`src/rtl/video_rx_monitor_if.sv`:
```
// Parallel RGB565 LCD video bus: sync strobes, active-pixel qualifier
// and the 5/6/5 colour channels.
interface video_rx_monitor_if;
   logic       hsync;
   logic       vsync;
   logic       disp_en;
   logic [4:0] r;
   logic [5:0] g;
   logic [4:0] b;

   modport master (output hsync, vsync, disp_en, r, g, b);
   modport slave  (input  hsync, vsync, disp_en, r, g, b);
endinterface

```
`src/rtl/video_rx_monitor.sv`:
```
// Receive-side checker for an RGB565 LCD video stream. Measures line and
// frame timing, active-area size and a CRC-16/CCITT-FALSE of the active
// pixels of every frame, and declares lock once consecutive frames agree.
module video_rx_monitor #(
   parameter bit HSYNC_POL = 1'b0,
   parameter bit VSYNC_POL = 1'b0,
   parameter int CW        = 12
) (
   input  logic                 pclk,
   input  logic                 reset,
   video_rx_monitor_if.slave    vid,
   output logic [CW-1:0]        h_total,
   output logic [CW-1:0]        h_active,
   output logic [CW-1:0]        v_total,
   output logic [CW-1:0]        v_active,
   output logic [15:0]          frame_crc,
   output logic                 crc_stable,
   output logic                 frame_done,
   output logic [15:0]          frame_count,
   output logic                 locked,
   output logic [7:0]           mismatch_count,
   output logic                 overflow
);

   typedef enum logic [1:0] {IDLE, ACQ, CHECK, LOCKED} state_t;

   localparam logic [CW-1:0] CNT_MAX  = {CW{1'b1}};
   localparam logic [CW-1:0] CNT_ONE  = {{(CW-1){1'b0}}, 1'b1};
   localparam logic [15:0]   CRC_INIT = 16'hFFFF;

   // One 16-bit pixel shifted MSB first through polynomial 0x1021.
   function automatic logic [15:0] crc16_upd(input logic [15:0] crc, input logic [15:0] data);
      logic [15:0] c;
      c = crc;
      for (int i = 15; i >= 0; i--) begin
         if (c[15] ^ data[i]) c = {c[14:0], 1'b0} ^ 16'h1021;
         else                 c = {c[14:0], 1'b0};
      end
      return c;
   endfunction

   // Input stage and previous-sample registers.
   logic        hs_q, hs_p, vs_q, vs_p, de_q;
   logic [15:0] pix_q;
   logic        hs_edge, vs_edge;

   // Timing / content accumulators for the frame in progress.
   logic [CW-1:0] line_cnt, de_cnt;
   logic [CW-1:0] h_total_acc, h_active_acc, v_total_acc, v_active_acc;
   logic          ovf_acc;
   logic [15:0]   crc_acc;

   // Next values, with the current cycle's line close already folded in.
   logic [CW-1:0] line_nx, de_nx;
   logic [CW-1:0] ht_c, ha_c, vt_c, va_c;
   logic          sat_c, ovf_c, frame_match;
   logic [15:0]   crc_c;

   state_t state;

   assign hs_edge = (hs_p != HSYNC_POL) && (hs_q == HSYNC_POL);
   assign vs_edge = (vs_p != VSYNC_POL) && (vs_q == VSYNC_POL);

   // Register the pins once; sync history resets to the deasserted level so
   // leaving reset never fakes an assert edge.
   always_ff @(posedge pclk or negedge reset) begin
      if (!reset) begin
         // NOTE: every clocked register uses <= so all of them see the same pre-edge values.
         hs_q  <= ~HSYNC_POL;
         hs_p  <= ~HSYNC_POL;
         vs_q  <= ~VSYNC_POL;
         vs_p  <= ~VSYNC_POL;
         de_q  <= 1'b0;
         pix_q <= '0;
      end else begin
         hs_q  <= vid.hsync;
         hs_p  <= hs_q;
         vs_q  <= vid.vsync;
         vs_p  <= vs_q;
         de_q  <= vid.disp_en;
         pix_q <= {vid.r, vid.g, vid.b};
      end
   end

   // Line bookkeeping: close the current line on an hsync edge and flag any
   // counter that tries to step past its maximum.
   always_comb begin
      // NOTE: every output of this block gets a default first, so no latch can be inferred.
      line_nx = line_cnt;
      de_nx   = de_cnt;
      ht_c    = h_total_acc;
      ha_c    = h_active_acc;
      vt_c    = v_total_acc;
      va_c    = v_active_acc;
      sat_c   = 1'b0;
      crc_c   = crc_acc;

      if (hs_edge)                 line_nx = CNT_ONE;
      else if (line_cnt == CNT_MAX) sat_c  = 1'b1;
      else                         line_nx = line_cnt + 1'b1;

      // A pixel on a sync edge cycle already belongs to the new line/frame.
      if (hs_edge || vs_edge)      de_nx = {{(CW-1){1'b0}}, de_q};
      else if (de_q) begin
         if (de_cnt == CNT_MAX)    sat_c = 1'b1;
         else                      de_nx = de_cnt + 1'b1;
      end

      if (hs_edge) begin
         ht_c = line_cnt;
         if (de_cnt != '0) ha_c = de_cnt;
         if (v_total_acc == CNT_MAX) sat_c = 1'b1;
         else                        vt_c  = v_total_acc + 1'b1;
         if (de_cnt != '0) begin
            if (v_active_acc == CNT_MAX) sat_c = 1'b1;
            else                         va_c  = v_active_acc + 1'b1;
         end
      end

      ovf_c = ovf_acc | sat_c;

      if (de_q && !vs_edge) crc_c = crc16_upd(crc_acc, pix_q);

      frame_match = (ht_c == h_total) && (ha_c == h_active) &&
                    (vt_c == v_total) && (va_c == v_active) && !ovf_c;
   end

   // Accumulators restart on every vsync edge, seeded with that cycle's pixel.
   always_ff @(posedge pclk or negedge reset) begin
      if (!reset) begin
         line_cnt     <= '0;
         de_cnt       <= '0;
         h_total_acc  <= '0;
         h_active_acc <= '0;
         v_total_acc  <= '0;
         v_active_acc <= '0;
         ovf_acc      <= 1'b0;
         crc_acc      <= CRC_INIT;
      end else begin
         line_cnt <= line_nx;
         de_cnt   <= de_nx;
         if (vs_edge) begin
            h_total_acc  <= '0;
            h_active_acc <= '0;
            v_total_acc  <= '0;
            v_active_acc <= '0;
            ovf_acc      <= 1'b0;
            crc_acc      <= de_q ? crc16_upd(CRC_INIT, pix_q) : CRC_INIT;
         end else begin
            h_total_acc  <= ht_c;
            h_active_acc <= ha_c;
            v_total_acc  <= vt_c;
            v_active_acc <= va_c;
            ovf_acc      <= ovf_c;
            crc_acc      <= crc_c;
         end
      end
   end

   // Lock FSM with registered measurement outputs; every vsync edge outside
   // IDLE publishes the finished frame and pulses frame_done.
   always_ff @(posedge pclk or negedge reset) begin
      if (!reset) begin
         state          <= IDLE;
         h_total        <= '0;
         h_active       <= '0;
         v_total        <= '0;
         v_active       <= '0;
         frame_crc      <= '0;
         crc_stable     <= 1'b0;
         frame_done     <= 1'b0;
         frame_count    <= '0;
         locked         <= 1'b0;
         mismatch_count <= '0;
         overflow       <= 1'b0;
      end else begin
         frame_done <= 1'b0;
         if (vs_edge) begin
            if (state != IDLE) begin
               h_total     <= ht_c;
               h_active    <= ha_c;
               v_total     <= vt_c;
               v_active    <= va_c;
               overflow    <= ovf_c;
               frame_crc   <= crc_c;
               crc_stable  <= (crc_c == frame_crc);
               frame_count <= frame_count + 16'd1;
               frame_done  <= 1'b1;
            end
            case (state)
               IDLE:  state <= ACQ;
               ACQ:   state <= CHECK;
               CHECK: begin
                  if (frame_match) begin
                     state  <= LOCKED;
                     locked <= 1'b1;
                  end
               end
               LOCKED: begin
                  if (!frame_match) begin
                     state  <= CHECK;
                     locked <= 1'b0;
                     if (mismatch_count != 8'hFF) mismatch_count <= mismatch_count + 8'd1;
                  end
               end
               default: state <= IDLE;
            endcase
         end
      end
   end

endmodule

```
`src/flat_wrapper.sv`:
```
// flat-port wrapper written by rule: the top's interface ports become plain ports
module video_rx_monitor_flat 
#(
   parameter bit HSYNC_POL = 1'b0,
   parameter bit VSYNC_POL = 1'b0,
   parameter int CW        = 12
)
  (pclk, reset, h_total, h_active, v_total, v_active, frame_crc, crc_stable, frame_done, frame_count, locked, mismatch_count, overflow, vid_hsync, vid_vsync, vid_disp_en, vid_r, vid_g, vid_b);
  video_rx_monitor_if vid_i ();
  input  logic pclk;
  input  logic reset;
  output logic [CW-1:0] h_total;
  output logic [CW-1:0] h_active;
  output logic [CW-1:0] v_total;
  output logic [CW-1:0] v_active;
  output logic [15:0] frame_crc;
  output logic crc_stable;
  output logic frame_done;
  output logic [15:0] frame_count;
  output logic locked;
  output logic [7:0] mismatch_count;
  output logic overflow;
  input wire logic [$bits(vid_i.hsync)-1:0] vid_hsync;
  input wire logic [$bits(vid_i.vsync)-1:0] vid_vsync;
  input wire logic [$bits(vid_i.disp_en)-1:0] vid_disp_en;
  input wire logic [$bits(vid_i.r)-1:0] vid_r;
  input wire logic [$bits(vid_i.g)-1:0] vid_g;
  input wire logic [$bits(vid_i.b)-1:0] vid_b;
  assign vid_i.hsync = vid_hsync;
  assign vid_i.vsync = vid_vsync;
  assign vid_i.disp_en = vid_disp_en;
  assign vid_i.r = vid_r;
  assign vid_i.g = vid_g;
  assign vid_i.b = vid_b;
  video_rx_monitor #(.HSYNC_POL(HSYNC_POL), .VSYNC_POL(VSYNC_POL), .CW(CW)) u_core (.pclk(pclk), .reset(reset), .vid(vid_i), .h_total(h_total), .h_active(h_active), .v_total(v_total), .v_active(v_active), .frame_crc(frame_crc), .crc_stable(crc_stable), .frame_done(frame_done), .frame_count(frame_count), .locked(locked), .mismatch_count(mismatch_count), .overflow(overflow));
endmodule
```
`config.mk`:
```
export PLATFORM = sky130hd
export DESIGN_NAME = video_rx_monitor_flat
export DESIGN_NICKNAME = d
export VERILOG_FILES = /design/src/rtl/video_rx_monitor_if.sv /design/src/rtl/video_rx_monitor.sv /design/src/flat_wrapper.sv
export SDC_FILE = /design/constraint.sdc
export NUM_CORES = 1
export LEC_CHECK = 0
export BUFFER_PORTS_ARGS = -buffer_cell sky130_fd_sc_hd__clkbuf_2
export CORE_MARGIN = 4
export CORE_UTILIZATION = 54
export CTS_CLUSTER_SIZE = 16
export DETAILED_ROUTE_END_ITERATION = 10
export HOLD_SLACK_MARGIN = 0.1
export PLACE_DENSITY = 0.83
export SLEW_MARGIN = 20
export SYNTH_ARGS = -nofsm -noshare
export SYNTH_HDL_FRONTEND = slang
export SYNTH_SLANG_ARGS = --single-unit
```
`constraint.sdc`:
```
create_clock -name pclk -period 3.5 [get_ports pclk]
set_input_delay 0.7 -clock pclk [delete_from_list [all_inputs] [get_ports pclk]]
set_output_delay 0.7 -clock pclk [all_outputs]
set_load 0.01 [all_outputs]
```
==> results by stage <==
Outcome:
- The run finished with clean final reports.

Synth:
- The simple-gate portion of the synthesized area is 18.12%.
- The register bit total from synthesis is 204.
- The fraction of the mapped netlist area in adder cells is 0.8082%.
- After Yosys synthesis, XOR and XNOR cells account for 17.46% of the synthesized area.
- After synthesis, the largest family of logic cells by area is simple AND/OR/NAND/NOR gates.
- The share of the synthesized area in compound gates (AO/OA/AOI/OAI) is 10.77%.
- The total of warnings raised by yosys is 0.
- The average instance in the mapped netlist occupies 9.896 µm².
- The post-synth net total is 1123.
- In the synthesized netlist the dominant register cell turns out to be sky130_fd_sc_hd__dfrtp_1.
- The synthesized netlist occupies a cell area of 10840 µm².
- Synthesis instantiated 79 different standard cells from the library.
- The count of mapped cells out of synthesis is 1095.
- Counting flops with an async set or reset pin after synthesis yields a share of 100.0%.
- Sequential elements use 47.34% of the synthesized area.
- Yosys mapped a number of flops with a built-in enable equal to 0.
- The multiplexer share of the synthesized area is 2.575%.

Min path:
- The min-delay analysis places its worst path in the category input port to asynchronous set/reset pin.

Worst setup path:
- The total buffers and inverters traversed by the critical path is 1.
- The signal on the critical path passes through ha_1 -> nand3_1 -> or3_1 -> o2111a_1 -> o21ai_0 -> or3b_1 -> or4_4 -> nor4_4 -> buf_4 -> nor3_2 -> mux2_4.
- The arrival time at the worst endpoint is 3.83 ns.
- Setup slack on the worst reg-to-reg path comes out at 0.06 ns.
- On the worst path, the slowest cell contributes a delay of 0.47 ns.
- The kind of start point of the critical path is a flip-flop.
- The kind of cell with the highest combined delay along the critical path is simple AND/OR/NAND/NOR gates.
- Counting cells, the worst reg-to-reg path comes to 11.
- The critical path endpoint category is a flip-flop.
- The required time reported for the critical path endpoint is 3.90 ns.
- The endpoint identified for the worst register-to-register timing path is u_core.mismatch_count[1].
- The reg-to-reg startpoint is u_core.v_active_acc[1].
- The critical path in this run is classified as flip-flop to flip-flop.
- On the critical path, the stage with the largest delay is an instance of sky130_fd_sc_hd__or3_1.
- Of all nets on the critical path, the largest fanout is 4.

Power and ir drop:
- Summed over all cells, the static leakage comes to 0.006103 µW.
- Across the VDD grid, the largest voltage drop is 0.6073 mV.
- The clock group share of total power is 26.3%.
- The internal power contribution is 6033 µW.
- The power density over the cells is 706.6 nW/µm².
- Net switching is 35.11% of the power.
- The completed layout was analyzed and its total power is 9297 µW.
- The relative contribution of combinational cells to total power is 38.7%.
- The proportion of power drawn by flip-flops and latches is 35.0%.
- For this design the total switching power over the nets is 3264 µW.

Die:
- During I/O placement, the number of pins put on the boundary was 113.
- The effective utilization at floorplan is 55.32%.
- The die is 149.7 µm tall.
- The die outline width is 149.7 µm.
- The floorplan step defined a die boundary enclosing 22400 µm².
- The number of core rows is 51.
- The core region is 19590 µm².

Placement:
- The number of buffers inserted by port buffering is 112.
- The post-detailed-placement cell area is 12210 µm².
- Before CTS, the worst setup slack after placement is -0.02585 ns.
- The congestion estimate from routability-driven global placement came to 0.9391.
- The HPWL after detailed placement is 19880 µm.

Timing:
- Setup violations remaining at the end of the flow were counted as 0.
- The headroom to the max-slew limit is 44.95%.
- The transition time at the pin with the least slew margin is 0.8258 ns.
- The number of max-slew violations in the final report is 0.
- The clock skew after layout is 0.01381 ns.
- The final critical-path share of the clock period is 98.23%.
- The final hold violation count came to 0.
- The total negative slack for setup checks is 0 ns.
- Counting I/O delays and the setup requirement, the final critical path takes 3.438 ns.
- The maximum achievable frequency is 290.9 MHz.
- The final setup slack of the worst path is 0.06183 ns.

Routing:
- After detailed routing, no signal wire sits above met4.
- In the routed layout, each cell is associated on average with a via count of 5.750.
- The mean routed wirelength per cell is 18.02 µm.
- The total DRC errors in the routed layout is 0.
- The residual antenna-violating net count after detailed routing is 0.
- The first routing iteration left 734 violations.
- The total via count in the routed design is 8918.
- The routed length on met2 is 13020 µm.
- In the final routing, the length of wire on met1 measures 11850 µm.
- Summed over all layers, the routed wires come to 27960 µm.
- The first detailed-routing pass ran for 5 iterations.
- The total met3 wirelength after detailed routing is 2060 µm.

Layout:
- Compared with the post-synthesis result, the final layout area differs by 21.42%.
- The library cell used most frequently in the layout, excluding fill and tap cells, is sky130_fd_sc_hd__dfrtp_1.
- The number of nets at the end of the flow is 1299.
- The final antenna diode count is 0.
- The ratio of cells with drive above 1 in the final layout is 23.09%.
- In the layout the commonest cells are 184 x sky130_fd_sc_hd__dfrtp_1, 129 x sky130_fd_sc_hd__nand2_1, 112 x sky130_fd_sc_hd__xnor2_1.
- The final instance area is 13160 µm².

Clock tree:
- Clock tree synthesis found a total of 204 sinks.
- The number of buffers created by CTS is 23.
- The later pin in the worst-skew pair is clocked with a latency of 0.51 ns.
- The clock tree from TritonCTS is built.
- The maximum level of the CTS H-tree is 1.
- The clock tree root buffer cell is sky130_fd_sc_hd__clkbuf_16.
- The number of buffers on the longest clock path is 3.
- Clock-pin slew was measured on the worst setup and hold paths at 0.06 ns.

Global route:
- The first global-routing pass estimated 44810 µm of wire.
- The number of antenna violations at the first check in global routing is 0.
- Entering global routing, the biggest net connects 128 pins.
- The number of global-route vias before repair is 8504.
- For this run, the total global-route usage over all layers was measured as 24.71%.
- The total global routing overflow is 0.

Job:
- The tool flagged a number of max-cap violations equal to 0.
cell families (layout without fill, tap and decap cells):
kind of cell	Yosys count	count (layout)
flops	204	204
simple gates	394	394
compound gates	187	187
mux	27	27
buf+inv	81	272
xor+xnor	195	195
fa+ha+maj	7	7
power groups by stage:
stage	Sequential, µW	Clock, µW	Combinational, µW
finish	3250	2450	3600
global route	3300	2590	3910
CTS	3240	2480	3560
detailed placement	3280	0	3530
global placement	3260	0	3440
floorplan	3200	0	2600
synth_stat cells (4+ instances only):
master / instances / area [µm²]
sky130_fd_sc_hd__a21oi_1: 23 / 115.1
sky130_fd_sc_hd__a22oi_1: 12 / 90.09
sky130_fd_sc_hd__a31oi_1: 7 / 43.79
sky130_fd_sc_hd__and2_1: 4 / 25.02
sky130_fd_sc_hd__and3_1: 8 / 50.05
sky130_fd_sc_hd__buf_1: 4 / 15.01
sky130_fd_sc_hd__clkbuf_1: 42 / 157.7
sky130_fd_sc_hd__dfrtp_1: 184 / 4604
sky130_fd_sc_hd__dfstp_2: 20 / 525.5
sky130_fd_sc_hd__ha_1: 7 / 87.58
sky130_fd_sc_hd__inv_1: 28 / 105.1
sky130_fd_sc_hd__mux2i_1: 23 / 230.2
sky130_fd_sc_hd__nand2_1: 129 / 484.2
sky130_fd_sc_hd__nand2b_1: 16 / 100.1
sky130_fd_sc_hd__nand3_1: 28 / 140.1
sky130_fd_sc_hd__nand4_1: 22 / 137.6
sky130_fd_sc_hd__nor2_1: 99 / 371.6
sky130_fd_sc_hd__nor2b_1: 6 / 37.54
sky130_fd_sc_hd__nor3_1: 21 / 105.1
sky130_fd_sc_hd__nor4_1: 20 / 125.1
sky130_fd_sc_hd__o2111ai_1: 6 / 52.55
sky130_fd_sc_hd__o21ai_0: 93 / 465.5
sky130_fd_sc_hd__or2_2: 4 / 25.02
sky130_fd_sc_hd__or3_1: 5 / 31.28
sky130_fd_sc_hd__or4_1: 4 / 30.03
sky130_fd_sc_hd__xnor2_1: 112 / 980.9
sky130_fd_sc_hd__xnor3_1: 9 / 202.7
sky130_fd_sc_hd__xor2_1: 70 / 613.1
sky130_fd_sc_hd__xor3_1: 4 / 95.09
layer usage:
layer / vias up / global-route usage [%]
li1: 4136 / -
met1: 4342 / 35.13
met2: 364 / 39.39
met3: 76 / 3.362
met4: 0 / 8.463
met5: - / 0
area by class of cell:
cell class                      instances  area (µm²)
Fill cell                            1514        6432
Multi-Input combinational cell        810        5529
Sequential cell                       204        5130
Timing Repair Buffer                  204        1294
Clock buffer                           35       690.7
Tap cell                              265       331.6
Inverter                               28       105.1
Clock inverter                          5       77.57
worst register-to-register path, cell delays in order (launching register included):
cell	delay (ns)
sky130_fd_sc_hd__dfrtp_1	0.40
sky130_fd_sc_hd__ha_1	0.19
sky130_fd_sc_hd__nand3_1	0.16
sky130_fd_sc_hd__or3_1	0.47
sky130_fd_sc_hd__o2111a_1	0.31
sky130_fd_sc_hd__o21ai_0	0.19
sky130_fd_sc_hd__or3b_1	0.39
sky130_fd_sc_hd__or4_4	0.44
sky130_fd_sc_hd__nor4_4	0.21
sky130_fd_sc_hd__buf_4	0.18
sky130_fd_sc_hd__nor3_2	0.07
sky130_fd_sc_hd__mux2_4	0.32
worst max-delay path by stage:
stage / start / endpoint / slack, ns / depth (start not counted)
6_report: u_core.v_active_acc[1] / u_core.mismatch_count[1] / 0.06 / 11
5_1_grt: u_core.de_cnt[0] / u_core.mismatch_count[1] / -0.04 / 13
4_1_cts: u_core.de_cnt[0] / u_core.mismatch_count[4] / 0.003 / 12
3_5_place_dp: u_core.de_cnt[7] / u_core.mismatch_count[4] / -0.03 / 10
3_3_place_gp: u_core.de_cnt[7] / u_core.mismatch_count[5] / 0.04 / 10
2_1_floorplan: u_core.de_cnt[0] / u_core.mismatch_count[1] / 0.02 / 12
sequential cells by signal (all words and copies together) (netlist names), 2 cells and up:
| name | flops |
|---|---|
| u_core.state | 2 |
| u_core.de_cnt | 12 |
| u_core.v_active | 12 |
| u_core.v_total | 12 |
| u_core.frame_crc | 16 |
| u_core.h_active | 12 |
| u_core.pix_q | 16 |
| u_core.h_total_acc | 12 |
| u_core.frame_count | 16 |
| u_core.h_active_acc | 12 |
| u_core.line_cnt | 12 |
| u_core.mismatch_count | 8 |
| u_core.v_active_acc | 12 |
| u_core.v_total_acc | 12 |
| u_core.crc_acc | 16 |
| u_core.h_total | 12 |
repair_timing:
item                                    CTS  global route
setup buffers                             0             6
pin swaps                                 0             5
gates cloned                              0             2
endpoints found under the setup margin    9            10
hold endpoints to repair                  0             0
resized for setup                         3            22
hold buffers                              0             0
through the flow:
step,hold WS (ns),cells,util [%]
6_report,0.2070,1551,67.16
5_1_grt,0.2625,1551,67.16
4_1_cts,0.2337,1543,66.39
3_5_place_dp,0.3835,1503,62.35
3_3_place_gp,0.3791,1503,62.35
2_1_floorplan,0.3581,1095,-
No activity file was read; power rests on OpenSTA's default activity.
